==> config.mk <==
export PLATFORM = sky130hd
export DESIGN_NAME = ecc_apb_master
export DESIGN_NICKNAME = d
export VERILOG_FILES = /design/src/rtl/ecc_apb_master.sv
export SDC_FILE = /design/constraint.sdc
export NUM_CORES = 1
export LEC_CHECK = 0
export CORE_ASPECT_RATIO = 1.75
export CORE_MARGIN = 2
export CORE_UTILIZATION = 35
export DETAILED_ROUTE_END_ITERATION = 10
export GPL_TIMING_DRIVEN = 0
export PLACE_DENSITY = 0.72
export SETUP_SLACK_MARGIN = 0.02
export SYNTH_ARGS = -nofsm -noshare
export SYNTH_HDL_FRONTEND = slang
export SYNTH_SLANG_ARGS = --single-unit
==> constraint.sdc <==
create_clock -name clk -period 4.5 [get_ports clk]
set_input_delay 0.675 -clock clk [delete_from_list [all_inputs] [get_ports clk]]
set_output_delay 0.675 -clock clk [all_outputs]
set_load 0.005 [all_outputs]
==> src/rtl/ecc_apb_master.sv <==
// ============================================================================
// ecc_apb_master : sequences one ECC command into four APB register writes,
//                  then waits for the ECC completion pulse or a timeout.
// Revision      : 1.0
// ============================================================================
`timescale 1ns/1ps
`default_nettype none

module ecc_apb_master #(
   parameter int AMBA_ADDR_WIDTH = 20,
   parameter int AMBA_WORD       = 32,
   parameter int DATA_WIDTH      = 32,
   parameter int TIMEOUT_CYCLES  = 1024
) (
   input  logic                       clk,
   input  logic                       rst,
   input  logic                       cmd_valid,
   output logic                       cmd_ready,
   input  logic [1:0]                 cmd_op,
   input  logic [1:0]                 cmd_width,
   input  logic [AMBA_WORD-1:0]       cmd_data,
   input  logic [AMBA_WORD-1:0]       cmd_noise,
   output logic [AMBA_ADDR_WIDTH-1:0] PADDR,
   output logic [AMBA_WORD-1:0]       PWDATA,
   output logic                       PSEL,
   output logic                       PENABLE,
   output logic                       PWRITE,
   input  logic                       operation_done,
   input  logic [DATA_WIDTH-1:0]      data_out,
   input  logic [1:0]                 num_of_errors,
   output logic                       rsp_valid,
   input  logic                       rsp_ready,
   output logic [DATA_WIDTH-1:0]      rsp_data,
   output logic [1:0]                 rsp_errors,
   output logic [1:0]                 rsp_status
);

   localparam int             CNT_W     = (TIMEOUT_CYCLES > 2) ? $clog2(TIMEOUT_CYCLES) : 1;
   localparam logic [CNT_W-1:0] C_CNT_MAX = CNT_W'(TIMEOUT_CYCLES - 1);
   localparam logic [1:0]     C_OP_ILLEGAL  = 2'b11;
   localparam logic [1:0]     C_ST_OK       = 2'b00;
   localparam logic [1:0]     C_ST_TIMEOUT  = 2'b01;
   localparam logic [1:0]     C_ST_ILLEGAL  = 2'b10;

   typedef enum logic [2:0] {
      S_IDLE      = 3'd0,
      S_SETUP     = 3'd1,
      S_ACCESS    = 3'd2,
      S_WAIT_DONE = 3'd3,
      S_RESP      = 3'd4
   } state_t;

   state_t                 r_state;
   logic [1:0]             r_op;
   logic [1:0]             r_width;
   logic [AMBA_WORD-1:0]   r_data;
   logic [AMBA_WORD-1:0]   r_noise;
   logic [1:0]             r_idx;
   logic [CNT_W-1:0]       r_wait_cnt;

   logic [1:0]             w_width;
   logic [1:0]             w_idx_next;
   logic [AMBA_WORD-1:0]   w_wdata_next;

   // Write order: DATA_IN, CODEWORD_WIDTH, NOISE, CTRL (CTRL last starts the ECC block)
   function automatic logic [AMBA_ADDR_WIDTH-1:0] addr_of(input logic [1:0] idx);
      logic [AMBA_ADDR_WIDTH-1:0] a;
      case (idx)
         2'd0:    a = AMBA_ADDR_WIDTH'(8'h04);
         2'd1:    a = AMBA_ADDR_WIDTH'(8'h08);
         2'd2:    a = AMBA_ADDR_WIDTH'(8'h0C);
         default: a = AMBA_ADDR_WIDTH'(8'h00);
      endcase
      return a;
   endfunction

   assign w_width    = (cmd_width == 2'b11) ? 2'b10 : cmd_width;
   assign w_idx_next = r_idx + 2'd1;

   always_comb begin
      w_wdata_next = '0;
      case (w_idx_next)
         2'd0:    w_wdata_next = r_data;
         2'd1:    w_wdata_next = AMBA_WORD'(r_width);
         2'd2:    w_wdata_next = r_noise;
         default: w_wdata_next = AMBA_WORD'(r_op);
      endcase
   end

   // Gated by rst so no command is accepted while reset is asserted
   assign cmd_ready = (r_state == S_IDLE) && rst;

   always_ff @(posedge clk) begin
      if (!rst) begin
         r_state    <= S_IDLE;
         r_op       <= 2'b00;
         r_width    <= 2'b00;
         r_data     <= '0;
         r_noise    <= '0;
         r_idx      <= 2'd0;
         r_wait_cnt <= '0;
         PADDR      <= '0;
         PWDATA     <= '0;
         PSEL       <= 1'b0;
         PENABLE    <= 1'b0;
         PWRITE     <= 1'b0;
         rsp_valid  <= 1'b0;
         rsp_data   <= '0;
         rsp_errors <= 2'b00;
         rsp_status <= C_ST_OK;
      end else begin
         case (r_state)
            S_IDLE: begin
               if (cmd_valid) begin
                  r_op    <= cmd_op;
                  r_width <= w_width;
                  r_data  <= cmd_data;
                  r_noise <= cmd_noise;
                  r_idx   <= 2'd0;
                  if (cmd_op == C_OP_ILLEGAL) begin
                     r_state    <= S_RESP;
                     rsp_valid  <= 1'b1;
                     rsp_status <= C_ST_ILLEGAL;
                     rsp_data   <= '0;
                     rsp_errors <= 2'b00;
                  end else begin
                     r_state <= S_SETUP;
                     PSEL    <= 1'b1;
                     PENABLE <= 1'b0;
                     PWRITE  <= 1'b1;
                     PADDR   <= addr_of(2'd0);
                     PWDATA  <= cmd_data;
                  end
               end
            end

            S_SETUP: begin
               PENABLE <= 1'b1;
               r_state <= S_ACCESS;
            end

            S_ACCESS: begin
               r_idx <= w_idx_next;
               if (r_idx == 2'd3) begin
                  r_state    <= S_WAIT_DONE;
                  PSEL       <= 1'b0;
                  PENABLE    <= 1'b0;
                  PWRITE     <= 1'b0;
                  r_wait_cnt <= '0;
               end else begin
                  r_state <= S_SETUP;
                  PENABLE <= 1'b0;
                  PADDR   <= addr_of(w_idx_next);
                  PWDATA  <= w_wdata_next;
               end
            end

            S_WAIT_DONE: begin
               // A completion arriving on the final timeout cycle still counts as success
               if (operation_done) begin
                  r_state    <= S_RESP;
                  rsp_valid  <= 1'b1;
                  rsp_status <= C_ST_OK;
                  rsp_data   <= data_out;
                  rsp_errors <= num_of_errors;
               end else if (r_wait_cnt == C_CNT_MAX) begin
                  r_state    <= S_RESP;
                  rsp_valid  <= 1'b1;
                  rsp_status <= C_ST_TIMEOUT;
                  rsp_data   <= '0;
                  rsp_errors <= 2'b00;
               end else begin
                  r_wait_cnt <= r_wait_cnt + 1'b1;
               end
            end

            S_RESP: begin
               if (rsp_ready) begin
                  rsp_valid <= 1'b0;
                  r_state   <= S_IDLE;
               end
            end

            default: r_state <= S_IDLE;
         endcase
      end
   end

endmodule

`default_nettype wire

# After elaboration in Yosys (flattened, before gate mapping)
# Index checks and enable logic that the tools add are counted.
# Widths: inputs -> output; s select.
# word_totals
register_bits	174
elab_cells	105
# classes
add_sub_neg	2
n_eq_ne	19
n_mux	52
n_reduce_logical	17
# op_table
cell	count
$mux 32	7
$pmux 32 s2	2
$pmux 32 s3	1
$mux 20	3
$pmux 20 s2	1
$mux 10	3
$mux 2	11
$pmux 10 s2	1
$reduce_and 4->1	4
$mux 3	5
$pmux 3 s5	1
$ne 2x2->1 const B	7
$pmux 2 s2	3
$pmux 4 s3	1
$add 10x1->10 const B	1
$eq 10x10->1 const B	1
$mux 1	10
$eq 2x2->1 const B	4
$eq 3x2->1 const B	2
$pmux 1 s3	2
$reduce_and 3->1	2
$reduce_bool 2->1	3
$reduce_bool 3->1	2
$reduce_and 5->1	1
other kinds (11)	12

# Longest topological paths before layout
# Gate-level depths: netlist of run 1.
# logic_depth
depth_word	5
depth_mapped	7
mapped_depth_nobuf	6

# Least setup slack after synthesis of run 1
# OpenSTA, ideal clock, no wires.
# synth_timing
path_type	input to output
start	input rst
end	output cmd_ready
arrival_ns	1.436
setup_slack_ns	2.389
path_stages	3
path_cell_list	clkbuf_1 clkbuf_1 nor4b_1
# synth_via
elab_chain_cells	1
# synth_lines
item	line_no	source
start, declared	16	input logic rst,
$logic_and 1x1->1	91	assign cmd_ready = (r_state == S_IDLE) && rst;
end, declared	18	output logic cmd_ready,
# No other way between the ends.

# Worst setup path after layout of run 1
# Ends and elaborated chain as after synthesis.

==> results of run 1 <==
## tightest hold or removal path, delay by kind of cell (launching register included)
kind	cells	cell delay, ns
flip-flops	1	0.31
AND/OR/NAND/NOR	1	0.05
AO/OA/AOI/OAI	1	0.05
## how the worst min path moves through the flow
stage | from | endpoint | slack, ns | cells past startpoint
2_1_floorplan | r_data[16]$_SDFFE_PN0P_ | r_data[16]$_SDFFE_PN0P_ | 0.43 | 2
3_3_place_gp | r_data[18]$_SDFFE_PN0P_ | r_data[18]$_SDFFE_PN0P_ | 0.44 | 2
3_5_place_dp | r_data[20]$_SDFFE_PN0P_ | r_data[20]$_SDFFE_PN0P_ | 0.44 | 2
4_1_cts | r_data[20]$_SDFFE_PN0P_ | r_data[20]$_SDFFE_PN0P_ | 0.45 | 2
5_1_grt | r_data[19]$_SDFFE_PN0P_ | r_data[19]$_SDFFE_PN0P_ | 0.48 | 2
6_report | r_data[20]$_SDFFE_PN0P_ | r_data[20]$_SDFFE_PN0P_ | 0.45 | 2
## cell families (layout without fill, tap and decap cells)
logic type,Yosys count,after routing,synth area share
simple gates,232,232,0.158
fa+ha+maj,6,6,0.0113
other cells,1,19,0.000564
xor+xnor,1,1,0.00132
compound gates,277,277,0.284
flops,156,156,0.469
buf+inv,89,301,0.0690
mux,4,4,0.00602
## through the flow
stage               instances  power (mW)  worst slack (ns)   util
CTS                      1233        3.46              1.39  0.505
global route             1234        3.57              1.25  0.505
global placement         1201        2.08              1.36  0.475
detailed placement       1201        2.08              1.37  0.475
finish                   1234        3.43              1.38  0.505
floorplan                 783        1.79              2.39      -
## sequential cells by signal, indices dropped and copies added (netlist names), 3 cells and up
register / flops
PWDATA: 32
r_data: 32
r_noise: 32
r_state: 3
r_wait_cnt: 10
rsp_data: 32
## where the power goes
| part | switching (mW) | internal [mW] | leakage (nW) |
|---|---|---|---|
| combinational | 0.266 | 0.266 | 1.88 |
| sequential | 0.0511 | 1.47 | 1.28 |
| clock | 0.601 | 0.777 | 0.277 |
## cell usage in the layout (no fill, tap or decap), types with 3 or more instances in the layout
cell type and count:
nand2_1 149, dfxtp_1 156, buf_4 19, o21a_1 3, a22oi_1 31, buf_2 13
a211oi_1 4, a21oi_1 75, ha_1 6, conb_1 18, clkbuf_1 48, nand2b_1 4
buf_6 5, inv_1 5, clkbuf_16 17, nand4_1 4, nor3_1 34, a21boi_0 63
nand3_1 6, clkinv_4 6, and3b_1 3, a22o_1 34, nor2b_1 6, o21ai_0 39
clkdlybuf4s50_1 180, o211a_1 4, a21boi_1 10, and3_1 3, mux2i_1 4, nor2_1 10
clkinv_2 4
## cell type report
type | instances | share of cell area
Antenna cell | 1 | 0.000267
Buffer | 84 | 0.0469
Clock buffer | 19 | 0.0472
Clock inverter | 13 | 0.0127
Inverter | 5 | 0.00200
Multi-Input combinational cell | 538 | 0.334
Sequential cell | 156 | 0.333
Tap cell | 238 | 0.0317
Timing Repair Buffer | 180 | 0.192
## metal layers
metal | global-route usage | vias to the layer above | part of all wire
met5 | 0 | - | 0
met1 | 0.215 | 2891 | 0.37
met2 | 0.378 | 263 | 0.52
met3 | 0.0426 | 68 | 0.053
li1 | - | 3095 | -
met4 | 0.121 | 0 | 0.051
==> impl_metrics.json, run 1 <==
{
  "clock_skew_ns": 0.00804,
  "synthArstFlopShare": 0,
  "cts_tree": "yes",
  "drt_wl_total_mm": 21.0,
  "antenna_found_initial": 1,
  "setup-tns-final_ns": 0,
  "synth_edf_count": 0,
  "vias": 6317,
  "timing.critical_path.buf_inv": 3,
  "reg2reg_slack_ns": 2.06,
  "viasPerCell": 5.12,
  "slowest_stage": "clkdlybuf4s50_1",
  "globalplace.congestion": 0.839,
  "grt_pass1_vias": 6247,
  "startpoint": "rst",
  "syn_area_um2": 6650,
  "cts_max_path_buffers": 2,
  "synth_warnings": 0,
  "synth_top_cell_by_area": "dfxtp_1",
  "postPlaceCellArea_um2": 8820,
  "clk_pin_slew_worst_paths_ns": 0.07,
  "die-height_um": 186,
  "fmaxAchievable_mhz": 321,
  "cp-endpoint": "cmd_ready",
  "die_w_um": 108,
  "die-area_um2": 20200,
  "io_pins": 200,
  "cts.sinks": 156,
  "post_cts_buffers": 0,
  "drc": 0,
  "rsz0062_at_grt": "false",
  "pwr_density_cell_nw_per_um2": 366,
  "drtAntennaViolNets": 0,
  "slew_viol_final": 0,
  "track_usage": 0.208,
  "drt_iter0_drc": 399,
  "portBuffers": 180,
  "rows": 66,
  "peakVddDrop_mv": 0.270,
  "cts_resized": 0,
  "reg2regPathDepth": 6,
  "grt_pass1_wl_mm": 32.5,
  "clockRootBuffer": "clkbuf_16",
  "yosysMostFrequentCell": "dfxtp_1",
  "worstSkewPairLatency_ns": 0.44,
  "place_hpwl_mm": 15.7,
  "critical_path.top_delay_family": "buffers and inverters",
  "slew_headroom": 0.576,
  "cap_violations": 0,
  "syn_avg_cell_area_um2": 8.69,
  "fillCellCount": 1779,
  "critPathLaunchType": "input port",
  "fin_crit_sh": 0.692,
  "crit_chain": "clkbuf_1 -> clkbuf_1 -> nor4b_1 -> clkdlybuf4s50_1",
  "ys_top_cells_by_area": "dfxtp_1 (47%), nand2_1 (8.4%), a21boi_0 (7.1%), a21oi_1 (5.6%), a22o_1 (4.5%)",
  "initial_core_util": 0.358,
  "p_leak_nw": 3.43,
  "worst_slew_pin_slew_ns": 0.635,
  "ys_seq_elements": 156,
  "min_period_ns": 3.12,
  "status": "completed",
  "htreeDepth": 4,
  "cp_slowest_stage_delay_ns": 0.58,
  "cpMostUsedCell": "clkbuf_1",
  "netlist.area_leader.share": 0.469,
  "multi_input_area_um2": 3140,
  "wl_per_cell_um": 17.0,
  "drt_pass1_iterations": 5,
  "synthFlopType": "dfxtp_1",
  "final_cell_area_um2": 9380,
  "setup_viol_count_final": 0,
  "worst_hold_slack_ns": 0.453,
  "ys_seq_area_frac": 0.469,
  "crit_cells": 4,
  "grt_max_degree": 17,
  "drive_gt1_frac": 0.0774,
  "hold_viol": 0,
  "syn_inst": 766,
  "syn_to_final_growth_pct": 41.0,
  "final_nets": 1095,
  "cp_max_fo": 10,
  "arrival_ns": 2.44,
  "cts_buffers": 17,
  "ys_top_cells_by_count": "dfxtp_1 (156), nand2_1 (149), a21oi_1 (75)",
  "setup.worst_path.end_class": "output port",
  "ctsHoldBuffers": 0,
  "r2r_start": "r_idx[0]$_SDFFE_PN0P_",
  "reg2reg_to": "PWDATA[19]$_SDFFE_PN0P_",
  "core_um2": 18600,
  "hold_path.class": "reg -> reg",
  "netlist-cell-type-count": 49,
  "regArea_um2": 3120,
  "gr-total-overflow": 0,
  "required_ns": 3.83,
  "path_class": "in -> out"
}
Power figures use the tool's default switching activity.
==> run 2, diff against run 1 <==
Clock period 4.5 ns to 3.1 ns, I/O delays scaled along.
==> results of run 2 <==
The final DEF is identical to that of run 1. Status: completed.
Main changes from that run: setup slack after placement 1.37 ns -> 0.181 ns; setup slack after layout 1.38 ns -> 0.404 ns; register-to-register setup slack 2.06 ns -> 0.66 ns; total power 3.43 mW -> 4.98 mW; worst IR drop on VDD 0.270 mV -> 0.392 mV
==> run 3, diff against run 2 <==
Settings changed: HOLD_SLACK_MARGIN from default to 0.15.
==> results of run 3 <==
The final DEF is identical to that of run 1. Status: completed.
Main changes from that run: setup slack after placement 1.37 ns -> 0.181 ns; setup slack after layout 1.38 ns -> 0.404 ns; register-to-register setup slack 2.06 ns -> 0.66 ns; total power 3.43 mW -> 4.98 mW; worst IR drop on VDD 0.270 mV -> 0.392 mV
